[src/rtl/axi_rab_pkg.sv]
// axi_rab_pkg: shared R-error-sender FSM state encoding and RRESP constant.
//   ST_IDLE / ST_FWD / ST_ERR  : sender FSM states
//   RRESP_SLVERR               : response code driven on synthesized error beats
package axi_rab_pkg;

    typedef enum logic [1:0] {
        ST_IDLE = 2'd0,
        ST_FWD  = 2'd1,
        ST_ERR  = 2'd2
    } state_t;

    localparam logic [1:0] RRESP_SLVERR = 2'b10;

endpackage

[src/rtl/axi4_drop_fifo.sv]
// axi4_drop_fifo: pending-drop FIFO holding {id, len, user} of dropped AR requests.
//   i_clk, i_rst_n   : clock, asynchronous active-low reset
//   i_push, i_din    : write strobe and entry (ignored when full)
//   i_pop            : remove head entry (ignored when empty)
//   o_dout           : head entry, valid while !o_empty
//   o_full, o_empty  : status from registered occupancy
module axi4_drop_fifo #(
    parameter int W     = 16,
    parameter int DEPTH = 4
) (
    input  logic         i_clk,
    input  logic         i_rst_n,
    input  logic         i_push,
    input  logic [W-1:0] i_din,
    input  logic         i_pop,
    output logic [W-1:0] o_dout,
    output logic         o_full,
    output logic         o_empty
);

    localparam int AW = $clog2(DEPTH);

    logic [W-1:0]  r_mem [DEPTH];
    logic [AW-1:0] r_wr;
    logic [AW-1:0] r_rd;
    logic [AW:0]   r_cnt;
    logic          w_push;
    logic          w_pop;

    // Full/empty come only from registered occupancy, so a pop in the same
    // cycle never opens a slot for a push while full.
    assign o_full  = r_cnt == (AW+1)'(DEPTH);
    assign o_empty = r_cnt == '0;
    assign w_push  = i_push & ~o_full;
    assign w_pop   = i_pop & ~o_empty;
    assign o_dout  = r_mem[r_rd];

    always_ff @(posedge i_clk or negedge i_rst_n) begin
        if (!i_rst_n) begin
            r_wr  <= '0;
            r_rd  <= '0;
            r_cnt <= '0;
        end else begin
            r_wr  <= w_push ? r_wr + 1'b1 : r_wr;
            r_rd  <= w_pop ? r_rd + 1'b1 : r_rd;
            r_cnt <= r_cnt + (AW+1)'(w_push) - (AW+1)'(w_pop);
        end
    end

    always_ff @(posedge i_clk) begin
        if (w_push) r_mem[r_wr] <= i_din;
    end

endmodule

[src/rtl/axi4_r_err_sender.sv]
// axi4_r_err_sender: merges downstream R traffic with SLVERR bursts for dropped ARs.
//   axi4_aclk, axi4_arstn        : clock, asynchronous active-low reset
//   drop_*                       : dropped-AR queue input (valid/ready, id, len, user)
//   m_axi4_r*                    : R channel from downstream slave (m_axi4_rready out)
//   s_axi4_r*                    : R channel to upstream master (s_axi4_rready in)
//   err_cnt                      : completed error bursts, saturating (only with RAB_R_ERR_CNT_EN)
import axi_rab_pkg::*;

module axi4_r_err_sender #(
    parameter int C_AXI_ID_WIDTH    = 4,
    parameter int C_AXI_USER_WIDTH  = 4,
    parameter int C_AXI_DATA_WIDTH  = 64,
    parameter int C_DROP_FIFO_DEPTH = 4
) (
    input  logic                        axi4_aclk,
    input  logic                        axi4_arstn,
    input  logic                        drop_valid,
    output logic                        drop_ready,
    input  logic [C_AXI_ID_WIDTH-1:0]   drop_id,
    input  logic [7:0]                  drop_len,
    input  logic [C_AXI_USER_WIDTH-1:0] drop_user,
    input  logic [C_AXI_ID_WIDTH-1:0]   m_axi4_rid,
    input  logic [C_AXI_DATA_WIDTH-1:0] m_axi4_rdata,
    input  logic [1:0]                  m_axi4_rresp,
    input  logic                        m_axi4_rlast,
    input  logic [C_AXI_USER_WIDTH-1:0] m_axi4_ruser,
    input  logic                        m_axi4_rvalid,
    output logic                        m_axi4_rready,
    output logic [C_AXI_ID_WIDTH-1:0]   s_axi4_rid,
    output logic [C_AXI_DATA_WIDTH-1:0] s_axi4_rdata,
    output logic [1:0]                  s_axi4_rresp,
    output logic                        s_axi4_rlast,
    output logic [C_AXI_USER_WIDTH-1:0] s_axi4_ruser,
    output logic                        s_axi4_rvalid,
    input  logic                        s_axi4_rready
`ifdef RAB_R_ERR_CNT_EN
    ,
    output logic [31:0]                 err_cnt
`endif
);

    localparam int EW = C_AXI_ID_WIDTH + 8 + C_AXI_USER_WIDTH;

    state_t                      r_state;
    state_t                      w_next;
    logic [7:0]                  r_cnt;
    logic                        r_last_err;
    logic                        w_full;
    logic                        w_empty;
    logic [EW-1:0]               w_head;
    logic [C_AXI_ID_WIDTH-1:0]   w_head_id;
    logic [7:0]                  w_head_len;
    logic [C_AXI_USER_WIDTH-1:0] w_head_user;
    logic                        w_err_last;
    logic                        w_err_hs;
    logic                        w_err_done;
    logic                        w_fwd_done;

    // Gated by reset so the queue looks unavailable while reset is held.
    assign drop_ready = axi4_arstn & ~w_full;

    axi4_drop_fifo #(
        .W     (EW),
        .DEPTH (C_DROP_FIFO_DEPTH)
    ) u_fifo (
        .i_clk   (axi4_aclk),
        .i_rst_n (axi4_arstn),
        .i_push  (drop_valid & drop_ready),
        .i_din   ({drop_id, drop_len, drop_user}),
        .i_pop   (w_err_done),
        .o_dout  (w_head),
        .o_full  (w_full),
        .o_empty (w_empty)
    );

    assign {w_head_id, w_head_len, w_head_user} = w_head;

    // The head entry stays in the FIFO for the whole burst, so the error
    // payload is stable until the final handshake pops it.
    assign w_err_last = r_cnt == w_head_len;
    assign w_err_hs   = (r_state == ST_ERR) & s_axi4_rready;
    assign w_err_done = w_err_hs & w_err_last;
    assign w_fwd_done = (r_state == ST_FWD) & m_axi4_rvalid & s_axi4_rready & m_axi4_rlast;

    always_comb begin
        w_next        = r_state;
        m_axi4_rready = 1'b0;
        s_axi4_rvalid = 1'b0;
        s_axi4_rid    = '0;
        s_axi4_rdata  = '0;
        s_axi4_rresp  = '0;
        s_axi4_rlast  = 1'b0;
        s_axi4_ruser  = '0;
        case (r_state)
            ST_IDLE: begin
                // Both pending: serve the source that did not go last.
                if (!w_empty && m_axi4_rvalid) w_next = r_last_err ? ST_FWD : ST_ERR;
                else if (!w_empty)             w_next = ST_ERR;
                else if (m_axi4_rvalid)        w_next = ST_FWD;
            end
            ST_FWD: begin
                m_axi4_rready = s_axi4_rready;
                s_axi4_rvalid = m_axi4_rvalid;
                s_axi4_rid    = m_axi4_rid;
                s_axi4_rdata  = m_axi4_rdata;
                s_axi4_rresp  = m_axi4_rresp;
                s_axi4_rlast  = m_axi4_rlast;
                s_axi4_ruser  = m_axi4_ruser;
                w_next        = w_fwd_done ? ST_IDLE : ST_FWD;
            end
            ST_ERR: begin
                s_axi4_rvalid = 1'b1;
                s_axi4_rid    = w_head_id;
                s_axi4_rresp  = RRESP_SLVERR;
                s_axi4_rlast  = w_err_last;
                s_axi4_ruser  = w_head_user;
                w_next        = w_err_done ? ST_IDLE : ST_ERR;
            end
            default: w_next = ST_IDLE;
        endcase
    end

    always_ff @(posedge axi4_aclk or negedge axi4_arstn) begin
        if (!axi4_arstn) begin
            r_state    <= ST_IDLE;
            r_cnt      <= '0;
            r_last_err <= 1'b0;
        end else begin
            r_state <= w_next;
            if (w_err_done) begin
                r_cnt      <= '0;
                r_last_err <= 1'b1;
            end else if (w_err_hs) begin
                r_cnt <= r_cnt + 8'd1;
            end
            if (w_fwd_done) r_last_err <= 1'b0;
        end
    end

`ifdef RAB_R_ERR_CNT_EN
    logic [31:0] r_err_cnt;

    always_ff @(posedge axi4_aclk or negedge axi4_arstn) begin
        if (!axi4_arstn)                      r_err_cnt <= '0;
        else if (w_err_done && ~&r_err_cnt)   r_err_cnt <= r_err_cnt + 32'd1;
    end

    assign err_cnt = r_err_cnt;
`endif

endmodule

[config.mk]
export PLATFORM = sky130hd
export DESIGN_NAME = axi4_r_err_sender
export DESIGN_NICKNAME = d
export VERILOG_FILES = /design/src/rtl/axi_rab_pkg.sv /design/src/rtl/axi4_drop_fifo.sv /design/src/rtl/axi4_r_err_sender.sv
export SDC_FILE = /design/constraint.sdc
export NUM_CORES = 1
export LEC_CHECK = 0
export BUFFER_PORTS_ARGS = -buffer_cell sky130_fd_sc_hd__buf_2
export CAP_MARGIN = 20
export CORE_UTILIZATION = 47
export CTS_CLUSTER_DIAMETER = 200
export CTS_CLUSTER_SIZE = 14
export DETAILED_ROUTE_END_ITERATION = 10
export PLACE_DENSITY = 0.79
export SLEW_MARGIN = 10
export SYNTH_ARGS = -nofsm -noshare
export SYNTH_HDL_FRONTEND = slang
export SYNTH_SLANG_ARGS = --single-unit
[constraint.sdc]
create_clock -name axi4_aclk -period 4.67 [get_ports axi4_aclk]
set_clock_uncertainty 0.1 [all_clocks]
set_input_delay 0 -clock axi4_aclk [delete_from_list [all_inputs] [get_ports axi4_aclk]]
set_output_delay 0 -clock axi4_aclk [all_outputs]
set_load 0.02 [all_outputs]
==> flow_summary.json <==
{
  "outcome": "completed",
  "ys.flop_type": "edfxtp_1",
  "die_y_um": 95.22,
  "rsz0062_at_grt": "false",
  "area_growth_pct": 32.66,
  "port_buffers": 173,
  "hold_violations": 0,
  "arrival_ns": 3.81,
  "grt_pass1_vias": 3065,
  "synth_edf_count": 64,
  "path_class": "flop to flop",
  "critPathLaunchType": "flop",
  "worst_path_most_repeated_cell": "xnor2_1",
  "worstPathRequired_ns": 4.83,
  "reg2reg_depth": 11,
  "grt_first_pass_wirelength_mm": 16.42,
  "track_usage_pct": 26.24,
  "cts_resized": 0,
  "fp.dieW_um": 95.22,
  "cpMaxStageDelayCell": "dfrtp_1",
  "slew_viol_final": 0,
  "dr.first_iter.drc_count": 237,
  "endpoint_kind": "flop",
  "via_count": 3123,
  "num_rows": 33,
  "nets": 599,
  "totalWireLength_mm": 11.48,
  "firstDrtPassIters": 4,
  "worstMarginPinSlew_ns": 1.009,
  "clockBufferDepth": 2,
  "diodes": 0,
  "finalCritPeriodShare_pct": 78.13,
  "final_cell_mix": "buf_2, and2_1, edfxtp_1",
  "clk-insertion-delay-late_ns": 0.34,
  "clk_pin_slew_ns": 0.08,
  "setup_tns_ns": 0,
  "slowest_delay_ns": 0.88,
  "ys_async_sr_fraction_pct": 21.95,
  "multi_input_area_mm2": 0.001609,
  "grt_max_degree": 79,
  "max_cap_viol_count": 0,
  "worstPathBufferInverterCount": 2,
  "antenna_found_initial": 0,
  "start_util_pct": 49.21,
  "slew_headroom_pct": 32.71,
  "hold_path.class": "primary input to async pin",
  "crit_chain": "mux4_2 -> xnor2_1 -> nand4_2 -> nor4_4 -> ha_1 -> inv_1 -> ha_1 -> inv_1 -> fa_1 -> xnor2_1 -> xnor2_1",
  "via_per_inst": 5.205,
  "finalCriticalPeriod_ns": 3.649,
  "setup_viol": 0,
  "die_area_mm2": 0.009066,
  "ir_worst_vdd_v": 0.0002106,
  "wl_per_cell_um": 19.14,
  "fmax_ghz": 0.2741,
  "postRouteAntennaNets": 0,
  "power_mw": 2.412,
  "syn_nets": 408,
  "cts_root_buf": "clkbuf_8",
  "worst-path-stages": 11,
  "ys_ff_latch": 82,
  "avgSynthCellArea_um2": 13.61,
  "seq_area_mm2": 0.002372,
  "cts.sinks": 82,
  "gp_congestion": 0.9185,
  "cts_tree": "yes",
  "pin_count": 174,
  "stdcell_area_mm2": 0.005418,
  "p_per_area_mw_per_mm2": 445.3,
  "layout-drive-gt1-share_pct": 43.03,
  "p_leak_nw": 2.448,
  "path_max_fanout": 14,
  "htree_levels": 3,
  "yosysWarnings": 0,
  "ys_seq_area_share_pct": 58.09,
  "fillers": 644,
  "path_delay_family": "flip-flops",
  "hpwl_mm": 8.652,
  "final_common_cell": "buf_2",
  "synthCells": 300,
  "core-area_mm2": 0.008299,
  "route.detailed.drc": 0,
  "cts_buffers": 9,
  "synthDistinctLibCells": 36,
  "grt-ovfl-total": 0,
  "syn_area_mm2": 0.004084,
  "place_area_mm2": 0.005024
}
power breakdown:
part	switching (mW)	leakage (nW)	internal [mW]	total [mW]
clock network	0.238	0.0937	0.244	0.482
logic	0.487	1.55	0.399	0.886
registers	0.130	0.801	0.914	1.04
worst register-to-register path: cells and delay by family, from the launching register on:
family | cells | cell delay (ns)
AND/OR/NAND/NOR | 2 | 0.59
multiplexers | 1 | 0.61
XOR/XNOR | 3 | 0.51
buffers and inverters | 2 | 0.10
adder cells (fa/ha/maj) | 3 | 0.78
flip-flops | 1 | 0.88
registers in the layout (all words and copies together), names as in the netlist:
signal and cells:
u_fifo.r_rd 2, u_fifo.r_mem 64, r_last_err 1, u_fifo.r_cnt 3, r_cnt 8, u_fifo.r_wr 2
r_state 2
cells by family (layout without fill, tap and decap cells):
family                   after synthesis  after routing  share of synthesized area [%]
AND/OR/NAND/NOR                      122            122                          18.29
flip-flops                            82             82                          58.09
AO/OA/AOI/OAI                         27             27                          4.197
buffers and inverters                 25            220                          2.574
XOR/XNOR                              16             16                          4.167
multiplexers                          16             16                          8.824
adder cells (fa/ha/maj)               12             12                          3.860
synthesized netlist by cell type (2+ instances only):
| library cell | n | share of area [%] |
|---|---|---|
| buf_2 | 3 | 0.37 |
| o21ai_0 | 2 | 0.25 |
| inv_1 | 10 | 0.92 |
| nand2_1 | 14 | 1.3 |
| xor2_1 | 4 | 0.86 |
| xnor2_2 | 4 | 1.6 |
| a22oi_1 | 8 | 1.5 |
| nor2b_1 | 11 | 1.7 |
| ha_1 | 11 | 3.4 |
| nor2_1 | 7 | 0.64 |
| o21ai_1 | 6 | 0.74 |
| mux4_2 | 16 | 8.8 |
| a21oi_1 | 5 | 0.61 |
| nand3_1 | 5 | 0.61 |
| nor3_1 | 4 | 0.49 |
| edfxtp_1 | 64 | 47 |
| and3_1 | 5 | 0.77 |
| and2_1 | 68 | 10 |
| xnor2_1 | 8 | 1.7 |
| clkbuf_1 | 11 | 1.0 |
| o21a_1 | 2 | 0.37 |
| dfrtp_1 | 18 | 11 |
routing by layer:
layer	up-vias	global-route usage (%)	share of wire, %	wire length (µm)
li1	1448	-	-	-
met1	1507	31.91	38	4348
met2	157	44.58	50	5777
met3	11	8.214	10	1203
met4	0	8.081	1.3	154
met5	-	0	0	0
final timing paths:
kind | start | endpoint | slack [ns]
max | u_fifo.r_rd[0] | u_fifo.r_cnt[2] | 1.02
min | axi4_arstn | u_fifo.r_wr[1] | 0.03
max reg2reg | u_fifo.r_rd[0] | u_fifo.r_cnt[2] | 1.02
min reg2reg | r_last_err | r_last_err | 0.40
max in group asynchronous | axi4_arstn | r_cnt[4] | 4.12
min in group axi4_aclk | s_axi4_rready | r_state[0] | 0.06
what timing repair did:
action                     CTS  global route
hold buffers                21             0
setup endpoints to repair    0             0
buffers inserted             0             0
hold endpoints to repair    86             0
cell type report:
cell class	count	area share, %
Multi-Input combinational cell	193	29.70
Clock inverter	5	1.039
Inverter	10	0.6928
Clock buffer	10	2.356
Timing Repair Buffer	195	20.00
Sequential cell	82	43.79
Tap cell	105	2.425
per-stage QoR:
stage	std cells	util (%)	hold slack [ns]	setup slack [ns]
after CTS	600	65.28	0.03651	0.9600
final	600	65.28	0.03441	1.021
after global routing	600	65.28	0.07732	0.7382
after floorplan	300	-	-0.3956	1.674
after detailed placement	564	60.53	-0.1291	0.9636
after global placement	564	60.53	-0.1404	1.100
Note: power is estimated with default switching activity, not from simulation.
